File: src/rtl/video_tpg_ctrl.sv
// ---------------------------------------------------------------------------
// video_tpg_ctrl
//
// Run/stop controller and window animator for a video test-pattern
// generator. It watches a copy of the generator's AXI4-Stream output to keep
// its own line/frame position, enables the generator, and moves the
// horizontal/vertical window offsets along a triangle wave once per
// FRAME_DIV frames.
//
// Stream handshake: a beat is a cycle with mon_tvalid & mon_tready both
// high. Only beats are observed; tuser/tlast in any other cycle are ignored.
// mon_tuser marks the first beat of a frame (SOF), mon_tlast the last beat
// of a line.
//
// Ports
//   clk                      single clock
//   rst                      synchronous, active-high reset
//   start                    one-cycle pulse, request pattern generation
//   stop                     one-cycle pulse, stop at the next frame end
//   mon_tvalid/tready/tuser/tlast  monitored generator output stream
//   tpg_en                   generator enable
//   subh, addh, subw, addw   window offsets (13 bits each)
//   busy                     high in RUN or STOP_PEND
//   frame_cnt                completed frames since reset (wraps)
//   fsm_state                current FSM state (0 IDLE, 1 RUN, 2 STOP_PEND)
// ---------------------------------------------------------------------------
module video_tpg_ctrl #(
   parameter int SCRW      = 1920,
   parameter int SCRH      = 1080,
   parameter int STEP      = 4,
   parameter int FRAME_DIV = 1
) (
   input  logic        clk,
   input  logic        rst,
   input  logic        start,
   input  logic        stop,
   input  logic        mon_tvalid,
   input  logic        mon_tready,
   input  logic        mon_tuser,
   input  logic        mon_tlast,
   output logic        tpg_en,
   output logic [12:0] subh,
   output logic [12:0] addh,
   output logic [12:0] subw,
   output logic [12:0] addw,
   output logic        busy,
   output logic [15:0] frame_cnt,
   output logic [1:0]  fsm_state
);

   localparam logic [13:0] MAXW      = 14'(SCRW / 4);
   localparam logic [13:0] MAXH      = 14'(SCRH / 4);
   localparam logic [13:0] STEP_V    = 14'(STEP);
   localparam logic [11:0] LAST_LINE = 12'(SCRH - 1);
   localparam logic [7:0]  DIV_LAST  = 8'(FRAME_DIV - 1);

   typedef enum logic [1:0] {
      IDLE      = 2'd0,
      RUN       = 2'd1,
      STOP_PEND = 2'd2
   } state_t;

   state_t      state;
   state_t      state_nxt;

   logic        beat;
   logic        eof;
   logic        anim_upd;
   logic [11:0] line_cnt;
   logic [7:0]  div_cnt;
   logic [13:0] ofs_w;
   logic [13:0] ofs_h;
   logic        dir_w;     // 0 = up, 1 = down
   logic        dir_h;
   logic [14:0] nxt_w;     // {dir, offset}
   logic [14:0] nxt_h;

   // One triangle-wave step: climb by STEP until the limit, then descend to 0.
   function automatic logic [14:0] tri_next(input logic [13:0] ofs,
                                            input logic        down,
                                            input logic [13:0] lim);
      logic [14:0] res;
      if (!down) begin
         if (ofs + STEP_V >= lim) res = {1'b1, lim};
         else                     res = {1'b0, ofs + STEP_V};
      end else begin
         if (ofs <= STEP_V)       res = {1'b0, 14'd0};
         else                     res = {1'b1, ofs - STEP_V};
      end
      return res;
   endfunction

   assign beat = mon_tvalid & mon_tready;
   assign eof  = beat & mon_tlast & (line_cnt == LAST_LINE);

   // Updates only while the generator is enabled; the divider itself keeps
   // counting in every state so the cadence stays tied to the stream.
   assign anim_upd = eof & (div_cnt == DIV_LAST) & tpg_en;

   assign nxt_w = tri_next(ofs_w, dir_w, MAXW);
   assign nxt_h = tri_next(ofs_h, dir_h, MAXH);

   // ------------------------------------------------------------------
   // Stream position tracking (runs in every state)
   // ------------------------------------------------------------------
   always_ff @(posedge clk) begin
      if (rst) begin
         line_cnt  <= '0;
         div_cnt   <= '0;
         frame_cnt <= '0;
      end else if (beat) begin
         // SOF wins over tlast so a one-beat line still restarts at line 0.
         if (mon_tuser)      line_cnt <= '0;
         else if (eof)       line_cnt <= '0;
         else if (mon_tlast) line_cnt <= line_cnt + 12'd1;

         if (eof) begin
            frame_cnt <= frame_cnt + 16'd1;
            if (div_cnt == DIV_LAST) div_cnt <= '0;
            else                     div_cnt <= div_cnt + 8'd1;
         end
      end
   end

   // ------------------------------------------------------------------
   // Offset animation; offsets and directions persist across IDLE
   // ------------------------------------------------------------------
   always_ff @(posedge clk) begin
      if (rst) begin
         ofs_w <= '0;
         ofs_h <= '0;
         dir_w <= 1'b0;
         dir_h <= 1'b0;
         subw  <= '0;
         addw  <= '0;
         subh  <= '0;
         addh  <= '0;
      end else if (anim_upd) begin
         dir_w <= nxt_w[14];
         ofs_w <= nxt_w[13:0];
         dir_h <= nxt_h[14];
         ofs_h <= nxt_h[13:0];
         subw  <= nxt_w[12:0];
         addw  <= nxt_w[12:0];
         subh  <= nxt_h[12:0];
         addh  <= nxt_h[12:0];
      end
   end

   // ------------------------------------------------------------------
   // FSM: state register
   // ------------------------------------------------------------------
   always_ff @(posedge clk) begin
      if (rst) state <= IDLE;
      else     state <= state_nxt;
   end

   // ------------------------------------------------------------------
   // FSM: next state
   // ------------------------------------------------------------------
   always_comb begin
      state_nxt = state;
      case (state)
         IDLE: begin
            if (start && !stop) state_nxt = RUN;
         end
         RUN: begin
            if (stop) state_nxt = STOP_PEND;
         end
         STOP_PEND: begin
            // Frame end beats a simultaneous restart request.
            if (eof)                 state_nxt = IDLE;
            else if (start && !stop) state_nxt = RUN;
         end
         default: state_nxt = IDLE;
      endcase
   end

   // ------------------------------------------------------------------
   // FSM: outputs (decoded from the state register only)
   // ------------------------------------------------------------------
   always_comb begin
      tpg_en    = 1'b0;
      busy      = 1'b0;
      fsm_state = state;
      if (state == RUN || state == STOP_PEND) begin
         tpg_en = 1'b1;
         busy   = 1'b1;
      end
   end

endmodule

File: config.mk
export PLATFORM = sky130hd
export DESIGN_NAME = video_tpg_ctrl
export DESIGN_NICKNAME = d
export VERILOG_FILES = /design/src/rtl/video_tpg_ctrl.sv
export SDC_FILE = /design/constraint.sdc
export NUM_CORES = 1
export LEC_CHECK = 0
export ABC_AREA = 0
export ABC_CLOCK_PERIOD_IN_PS = 5700
export BUFFER_PORTS_ARGS = -buffer_cell sky130_fd_sc_hd__buf_2
export CAP_MARGIN = 20
export CORE_MARGIN = 5
export CORE_UTILIZATION = 30
export CTS_CLUSTER_DIAMETER = 50
export CTS_CLUSTER_SIZE = 10
export DETAILED_ROUTE_END_ITERATION = 8
export GPL_TIMING_DRIVEN = 0
export PLACE_DENSITY = 0.47
export SLEW_MARGIN = 20
export SYNTH_ARGS = -nofsm -noshare
export SYNTH_HDL_FRONTEND = slang
export SYNTH_SLANG_ARGS = --single-unit
File: constraint.sdc
create_clock -name clk -period 5.7 [get_ports clk]
set_clock_uncertainty 0.1 [all_clocks]
set_input_delay 0.285 -clock clk [delete_from_list [all_inputs] [get_ports clk]]
set_output_delay 0.285 -clock clk [all_outputs]
set_load 0.005 [all_outputs]
==> results.toml, run 1 <==
[global_routing]
antenna_found_initial = 0
grt_pass1_wl_um = 18900
grt_max_degree = 13
grt_usage_pct = 13.7
grt_overflow = 0
grt_pass1_vias = 3807

[yosys]
yosysSeqAreaShare_pct = 29.7
synth-edff-count = 0
syn_area_per_cell_sq_um = 7.84
netlist_area_sq_um = 4380
yosys_register_bits = 65
syn_inst = 559
synth_cell_type_count = 64
synth.yosys.warnings = 0
synth-async-reset-ratio_pct = 0
synthFlopType = "dfxtp_1"

[clock_network]
cts_tree = "done"
clock_latency_ps = 330
cts.clk_slew.worst_paths_ps = 60
htreeDepth = 3
numCtsBuffers = 9
cts_sinks = 65
clockBufferDepth = 2
cts-root-buf = "clkbuf_16"
cts_resized = 0
ctsHoldBuffers = 0
post_cts_buffers = 0

[worst_hold_path]
hold_class = "in -> reg"
hold_path.startpoint = "mon_tuser"

[placement]
dp_hpwl_um = 8550
place_congestion = 0.841
portBuffers = 72
dp.cells = 820

[setup_path]
rr_startpoint = "addh[2]"
cp.arrival_ps = 3520
start_kind = "register"
cp_common_cell = "a2111oi_0"
cp_slowest_cell = "dfxtp_1"
crit_buf_inv = 2
critPathLaunch = "addh[2]"
critPathMaxStageDelay_ps = 430
cp_top_family = "compound AO/OA/AOI/OAI gates"
end_kind = "register"
worstPathCellList = "clkbuf_1 > inv_1 > ha_1 > a2111oi_0 > a41oi_1 > a2111oi_0 > o211ai_1 > o31a_1 > o32ai_1"
cp_max_fo = 10
critical_path_class = "reg -> reg"
required_ps = 5840

[floorplanning]
io_pins = 80
dieArea_sq_um = 17100
core-area_sq_um = 14400
rows = 44
die_y_um = 131
die_w_um = 131
start_util_pct = 30.4

[status]
outcome = "completed"

[sta]
tightestPinTransition_ps = 883
max-slew-margin-rel_pct = 40.4
fmax_mhz = 296
period_minus_slack_ps = 3380
fin_setup_tns_ps = 0
fin_crit_sh_pct = 59.4
slew_viol_final = 0
setup_viol = 0
rsz0062_at_grt = "no"
hold_viol = 0

[route]
via_per_inst = 5.01
wl_per_cell_um = 13.9
wirelength_um = 11600
first_iter_violations = 186
num_vias = 4190
antenna_left = 0
dr.pass1.iters = 4
drc = 0

[run]
drv_cap = 0

[power_and_ir_drop]
ir_drop_uv = 168
sw_frac_of_total_pct = 21.4
p_leak_nw = 2.26
power_density_nw_per_um2 = 210
switching_power_mw = 0.240
power_frac_seq_pct = 40.9
combPwrFrac_pct = 3.3
p_clk_share_pct = 55.8
power_mw = 1.12
p_int_mw = 0.881

[cells_and_area]
fill_cells = 1545
fin_nets = 669
final_cells = 836
layout-drive-gt1-share_pct = 22.9
num_antenna_cells = 0
syn2layout_area_growth_pct = 21.6
utilization_pct = 37.0
power groups by stage:
stage | sequential, mW | clock (mW) | combinational [mW]
4_1_cts | 0.458 | 0.645 | 0.0378
6_report | 0.458 | 0.626 | 0.0371
3_5_place_dp | 0.468 | 0 | 0.0376
3_3_place_gp | 0.468 | 0 | 0.0369
2_1_floorplan | 0.468 | 0 | 0.0238
5_1_grt | 0.458 | 0.660 | 0.0430
Yosys cell counts, types with 3 or more instances:
cell | instances | share of area, %
nor2_1 | 70 | 6.0
dfxtp_1 | 65 | 30
buf_4 | 54 | 9.2
a21oi_1 | 33 | 3.8
nand2_1 | 31 | 2.7
clkbuf_1 | 27 | 2.3
xor2_1 | 26 | 5.2
nand3_1 | 19 | 2.2
o21ai_0 | 19 | 2.2
xnor2_1 | 17 | 3.4
inv_1 | 15 | 1.3
ha_1 | 14 | 4.0
nand4_1 | 14 | 2.0
nor3_1 | 13 | 1.5
or3_1 | 12 | 1.7
and3_1 | 9 | 1.3
a31oi_1 | 7 | 1.0
nand2b_1 | 7 | 1.0
o31ai_1 | 7 | 1.2
o211ai_1 | 6 | 1.0
or4_1 | 6 | 1.0
a211oi_1 | 5 | 0.86
nor2b_1 | 5 | 0.71
nor4_1 | 5 | 0.71
and4_1 | 4 | 0.80
buf_1 | 4 | 0.34
mux2i_1 | 4 | 0.91
nand4b_1 | 4 | 0.80
a311oi_1 | 3 | 0.60
nand3b_1 | 3 | 0.51
o21a_1 | 3 | 0.51
o21bai_1 | 3 | 0.51
o31a_1 | 3 | 0.60
o32ai_1 | 3 | 0.60
path summary, 6_finish.rpt:
check	end	slack (ps)	depth (start not counted)
hold / removal	line_cnt[10]	210	4
setup reg to reg	addh[6]	2320	9
hold reg to reg	line_cnt[1]	370	2
setup / recovery	addh[6]	2320	9
registers in the layout (all words and copies together) (netlist names):
register	flops
div_cnt	8
addw	10
line_cnt	12
ofs_w	2
fsm_state	2
frame_cnt	16
addh	11
dir_w	1
dir_h	1
ofs_h	2
final cells by class:
| class | instances | area (sq um) | area share [%] |
|---|---|---|---|
| multi-input cells | 397 | 2510 | 47.1 |
| flip-flops and latches | 65 | 1300 | 24.4 |
| plain buffers | 87 | 532 | 9.97 |
| repair buffers | 72 | 360 | 6.76 |
| clock buffers | 11 | 253 | 4.74 |
| well taps | 184 | 230 | 4.32 |
| clock inverters | 5 | 86.3 | 1.62 |
| inverters | 15 | 56.3 | 1.06 |
metal layers:
| metal | GRT usage, % | up-vias | wire, um | part of all wire, % |
|---|---|---|---|---|
| met5 | 0 | - | 0 | 0 |
| li1 | - | 2108 | - | - |
| met2 | 22.4 | 89 | 5480 | 47 |
| met4 | 4.54 | 0 | 174 | 1.5 |
| met3 | 3.17 | 12 | 599 | 5.1 |
| met1 | 17.8 | 1981 | 5380 | 46 |
per-stage QoR:
stage,hold slack (ps),area [sq um],worst slack [ps]
global route,224,5330,1990
detailed placement,363,4990,2350
global placement,364,4990,2390
floorplan,349,4400,2960
CTS,179,5330,2330
finish,206,5330,2320
logic make-up (layout without fill, tap and decap cells):
logic type | Yosys count | after routing | share of synthesized area, %
mux | 4 | 4 | 0.914
fa+ha+maj | 14 | 14 | 4.00
compound gates | 114 | 114 | 17.2
buf+inv | 102 | 190 | 13.4
simple gates | 216 | 216 | 26.1
other cells | 1 | 6 | 0.0856
xor+xnor | 43 | 43 | 8.59
flops | 65 | 65 | 29.7
worst reg2reg max path: stages, from the launching register on:
cell and delay, ps:
dfxtp_1 430, clkbuf_1 370, inv_1 190, ha_1 260
a2111oi_0 400, a41oi_1 120, a2111oi_0 430, o211ai_1 410
o31a_1 370, o32ai_1 210
cell usage in the layout (no fill, tap or decap), types with 9 or more instances in the layout:
cell / n
nor2_1: 70
clkbuf_16: 9
dfxtp_1: 65
nand3_1: 19
nor3_1: 13
buf_4: 54
xnor2_1: 17
inv_1: 15
a21oi_1: 33
and3_1: 9
or3_1: 12
nand2_1: 31
ha_1: 14
clkbuf_1: 27
nand4_1: 14
xor2_1: 26
buf_2: 74
o21ai_0: 19
Power figures use the tool's default switching activity.
==> run 2, diff against run 1 <==
ABC_CLOCK_PERIOD_IN_PS = 3500   (was 5700)
clock period = 3.5 ns   (was 5.7 ns; I/O delays follow)
==> results.toml, run 2 (synthesized netlist as in run 1, its figures left out) <==
[status]
outcome = "completed"

[floorplanning]
rows = 44
core-area_sq_um = 14400
io_pins = 80
dieArea_sq_um = 17100
die_w_um = 131
start_util_pct = 30.4
die_y_um = 131

[setup_path]
critical_path_class = "reg -> reg"
regToRegEndpoint = "addh[6]"
start_kind = "register"
required_ps = 3640
cp_max_fo = 10
rr_startpoint = "addh[2]"
critPathLaunch = "addh[2]"
end_kind = "register"
reg2reg_slack_ps = 330
cp.arrival_ps = 3310
rr_worst_depth = 9

[route]
wirelength_um = 11600
drc = 0
dr.pass1.iters = 4
antenna_left = 0
wl_per_cell_um = 13.9
first_iter_violations = 186
num_vias = 4190
via_per_inst = 5.01

[clock_network]
cts_tree = "done"
cts-root-buf = "clkbuf_16"
clock_latency_ps = 330
numCtsBuffers = 9
htreeDepth = 3
cts_sinks = 65
clockBufferDepth = 2
cts.clk_slew.worst_paths_ps = 60

[global_routing]
grt_overflow = 0
grt_pass1_vias = 3807
antenna_found_initial = 0
grt_usage_pct = 13.7
grt_pass1_wl_um = 18900
grt_max_degree = 13

[power_and_ir_drop]
p_leak_nw = 2.26
power_density_nw_per_um2 = 342
ir_drop_uv = 274

[worst_hold_path]
min_delay_worst_endpoint = "line_cnt[10]"
hold_class = "in -> reg"
hold_path.startpoint = "mon_tuser"
holdPathStages = 4

[sta]
max-slew-margin-rel_pct = 40.4
hold_viol = 0
slew_viol_final = 0
fin_setup_tns_ps = 0
tightestPinTransition_ps = 883
setup_viol = 0
whs_ps = 96.1
rsz0062_at_grt = "no"
fmax_mhz = 315
period_minus_slack_ps = 3170
fin_crit_sh_pct = 90.6

[cells_and_area]
largest_register_ffs = 16
num_antenna_cells = 0
utilization_pct = 37.0
layout-drive-gt1-share_pct = 23.0
fill_cells = 1546
regMostFlops = "frame_cnt"
fin_nets = 669
layout_commonest_cell = "buf_2"
biggestRegsByFlops = "frame_cnt: 16 flops, line_cnt: 12 flops, addh: 11 flops"
final_cell_mix = "buf_2 (74), nor2_1 (70), dfxtp_1 (65)"
syn2layout_area_growth_pct = 21.7

[placement]
dp_hpwl_um = 8550
place_congestion = 0.841
portBuffers = 72

[run]
drv_cap = 0
[run 2: layout make-up]
type,count,area [sq um],area share (%)
Buffer,87,533,10.0
Clock buffer,11,253,4.74
Sequential cell,65,1300,24.4
Clock inverter,5,86.3,1.62
Timing Repair Buffer,72,360,6.76
Tap cell,184,230,4.32
Inverter,15,56.3,1.06
Multi-Input combinational cell,397,2510,47.1
[run 2: worst max-delay path by stage]
stage                   end  slack [ps]  cells after the start
CTS                 addh[7]         130                      9
floorplan           addh[6]         760                      9
finish              addh[6]         330                      9
global placement    addh[6]         190                      9
detailed placement  addh[6]         150                      9
global route        addh[7]          30                      9
[run 2: routing by layer]
| layer | global-route usage, % | share of wire [%] |
|---|---|---|
| met2 | 22.4 | 47 |
| met4 | 4.54 | 1.5 |
| met5 | 0 | 0 |
| met1 | 17.8 | 46 |
| met3 | 3.17 | 5.1 |
[run 2: through the flow]
step	instance area, sq um	setup slack (ps)	instances	total power, mW
final	5330	329	836	1.83
after floorplan	4400	759	564	0.801
after global placement	4990	188	820	0.822
after detailed placement	4990	147	820	0.824
after CTS	5330	129	836	1.86
after global routing	5330	31.7	836	1.89
[run 2: repair_timing]
action                                  4_1_cts  5_1_grt
buffers inserted                              0        0
hold buffers                                  0        0
endpoints found under the setup margin        0        4
gates resized for setup                       0        2
[run 2: worst max-delay path: stages, from the launching register on]
cell	delay, ps
dfxtp_1	430
clkbuf_2	260
inv_1	130
ha_1	240
a2111oi_0	400
a41oi_1	110
a2111oi_0	430
o211ai_1	380
o31a_1	360
o32ai_1	210
[run 2: power breakdown]
group / internal [mW] / switching (mW) / total, mW
Clock: 0.667 / 0.352 / 1.02
Combinational: 0.0242 / 0.0362 / 0.0604
Sequential: 0.743 / 0.00328 / 0.746
Total: 1.43 / 0.391 / 1.83
==> run 3, diff against run 2 <==
ABC_CLOCK_PERIOD_IN_PS = 3680   (was 3500)
clock period = 3.68 ns   (was 3.5 ns; I/O delays follow)
==> results.toml, run 3 (synthesized netlist as in run 1, its figures left out) <==
[status]
outcome = "completed"

[worst_hold_path]
hold_path.startpoint = "mon_tuser"
hold_class = "in -> reg"

[global_routing]
grt_pass1_vias = 3807
grt_pass1_wl_um = 18900
grt_overflow = 0
grt_max_degree = 13
antenna_found_initial = 0
grt_usage_pct = 13.7

[route]
wirelength_um = 11600
wl_per_cell_um = 13.9
drc = 0
wl_met2_um = 5480
route.met3.wl_um = 599
topRoutingLayerUsed = "met4"
first_iter_violations = 186
dr.pass1.iters = 4
via_per_inst = 5.01
num_vias = 4190
antenna_left = 0
drt-met1-wl_um = 5380

[power_and_ir_drop]
ir_drop_uv = 261
p_clk_share_pct = 55.8
power_density_nw_per_um2 = 326
power_frac_seq_pct = 40.9
combPwrFrac_pct = 3.3
p_leak_nw = 2.26
sw_frac_of_total_pct = 21.4
switching_power_mw = 0.372
p_int_mw = 1.36

[sta]
fmax_mhz = 299
max-slew-margin-rel_pct = 40.4
slew_viol_final = 0
hold_viol = 0
fin_setup_tns_ps = 0
tightestPinTransition_ps = 883
rsz0062_at_grt = "no"
period_minus_slack_ps = 3350
setup_viol = 0
fin_crit_sh_pct = 90.9

[clock_network]
cts_tree = "done"
cts-root-buf = "clkbuf_16"
htreeDepth = 3
post_cts_buffers = 0
clock_latency_ps = 330
cts_sinks = 65
clockBufferDepth = 2
ctsHoldBuffers = 0
cts.clk_slew.worst_paths_ps = 60
numCtsBuffers = 9
cts_resized = 0

[cells_and_area]
layout-drive-gt1-share_pct = 22.9
syn2layout_area_growth_pct = 21.6
num_antenna_cells = 0
utilization_pct = 37.0
fill_cells = 1545
largest_register_ffs = 16
regMostFlops = "frame_cnt"
final_cell_mix = "buf_2 (74), nor2_1 (70), dfxtp_1 (65)"
biggestRegsByFlops = "frame_cnt: 16 flops, line_cnt: 12 flops, addh: 11 flops"
fin_nets = 669
layout_commonest_cell = "buf_2"

[setup_path]
cp.arrival_ps = 3490
rr_startpoint = "addh[2]"
required_ps = 3820
reg2reg_slack_ps = 330
regToRegEndpoint = "addh[6]"
cp_max_fo = 10
start_kind = "register"
end_kind = "register"
critPathLaunch = "addh[2]"
critical_path_class = "reg -> reg"
rr_worst_depth = 9
cp-endpoint = "addh[6]"

[floorplanning]
die_y_um = 131
die_w_um = 131
dieArea_sq_um = 17100
start_util_pct = 30.4
core-area_sq_um = 14400
rows = 44
io_pins = 80

[placement]
portBuffers = 72
dp_hpwl_um = 8550
place_congestion = 0.841

[run]
drv_cap = 0
==> run 3: cell counts in the layout (fill, tap and decap cells not counted) <==
Identical to the previous run, type by type.
==> run 3: area by class of cell <==
class	count	area, sq um	area share (%)
plain buffers	87	532	9.97
inverters	15	56.3	1.06
clock inverters	5	86.3	1.62
repair buffers	72	360	6.76
well taps	184	230	4.32
flip-flops and latches	65	1300	24.4
multi-input cells	397	2510	47.1
clock buffers	11	253	4.74
==> run 3: critical path, cell delays in order, from the launching register on <==
cell and delay [ps]:
dfxtp_1 430, clkbuf_1 370, inv_1 180, ha_1 260, a2111oi_0 400, a41oi_1 110
a2111oi_0 430, o211ai_1 380, o31a_1 360, o32ai_1 210
==> run 3: how the worst min path moves through the flow <==
stage	end	cells after the start
2_1_floorplan	line_cnt[10]	3
3_3_place_gp	line_cnt[1]	2
3_5_place_dp	line_cnt[1]	2
4_1_cts	line_cnt[10]	4
5_1_grt	line_cnt[10]	4
6_report	line_cnt[10]	4
==> run 3: power by group through the flow <==
| stage | combinational [mW] | clock [mW] | sequential (mW) |
|---|---|---|---|
| after global placement | 0.0571 | 0 | 0.725 |
| final | 0.0575 | 0.969 | 0.710 |
| after detailed placement | 0.0582 | 0 | 0.725 |
| after global routing | 0.0667 | 1.02 | 0.710 |
| after floorplan | 0.0368 | 0 | 0.725 |
| after CTS | 0.0585 | 0.999 | 0.709 |
==> run 3: per-stage QoR <==
| stage | hold WS, ps | instances | area, sq um | power (mW) | setup slack [ps] |
|---|---|---|---|---|---|
| 2_1_floorplan | 290 | 564 | 4400 | 0.761 | 939 |
| 3_3_place_gp | 364 | 820 | 4990 | 0.782 | 368 |
| 3_5_place_dp | 363 | 820 | 4990 | 0.783 | 327 |
| 4_1_cts | 78.3 | 836 | 5330 | 1.77 | 309 |
| 5_1_grt | 123 | 836 | 5330 | 1.80 | 2.27 |
| 6_report | 105 | 836 | 5330 | 1.74 | 334 |
==> run 3: per-layer routing <==
metal,vias up,global-route usage (%)
met2,89,22.4
met3,12,3.17
li1,2108,-
met4,0,4.54
met1,1981,17.8
met5,-,0
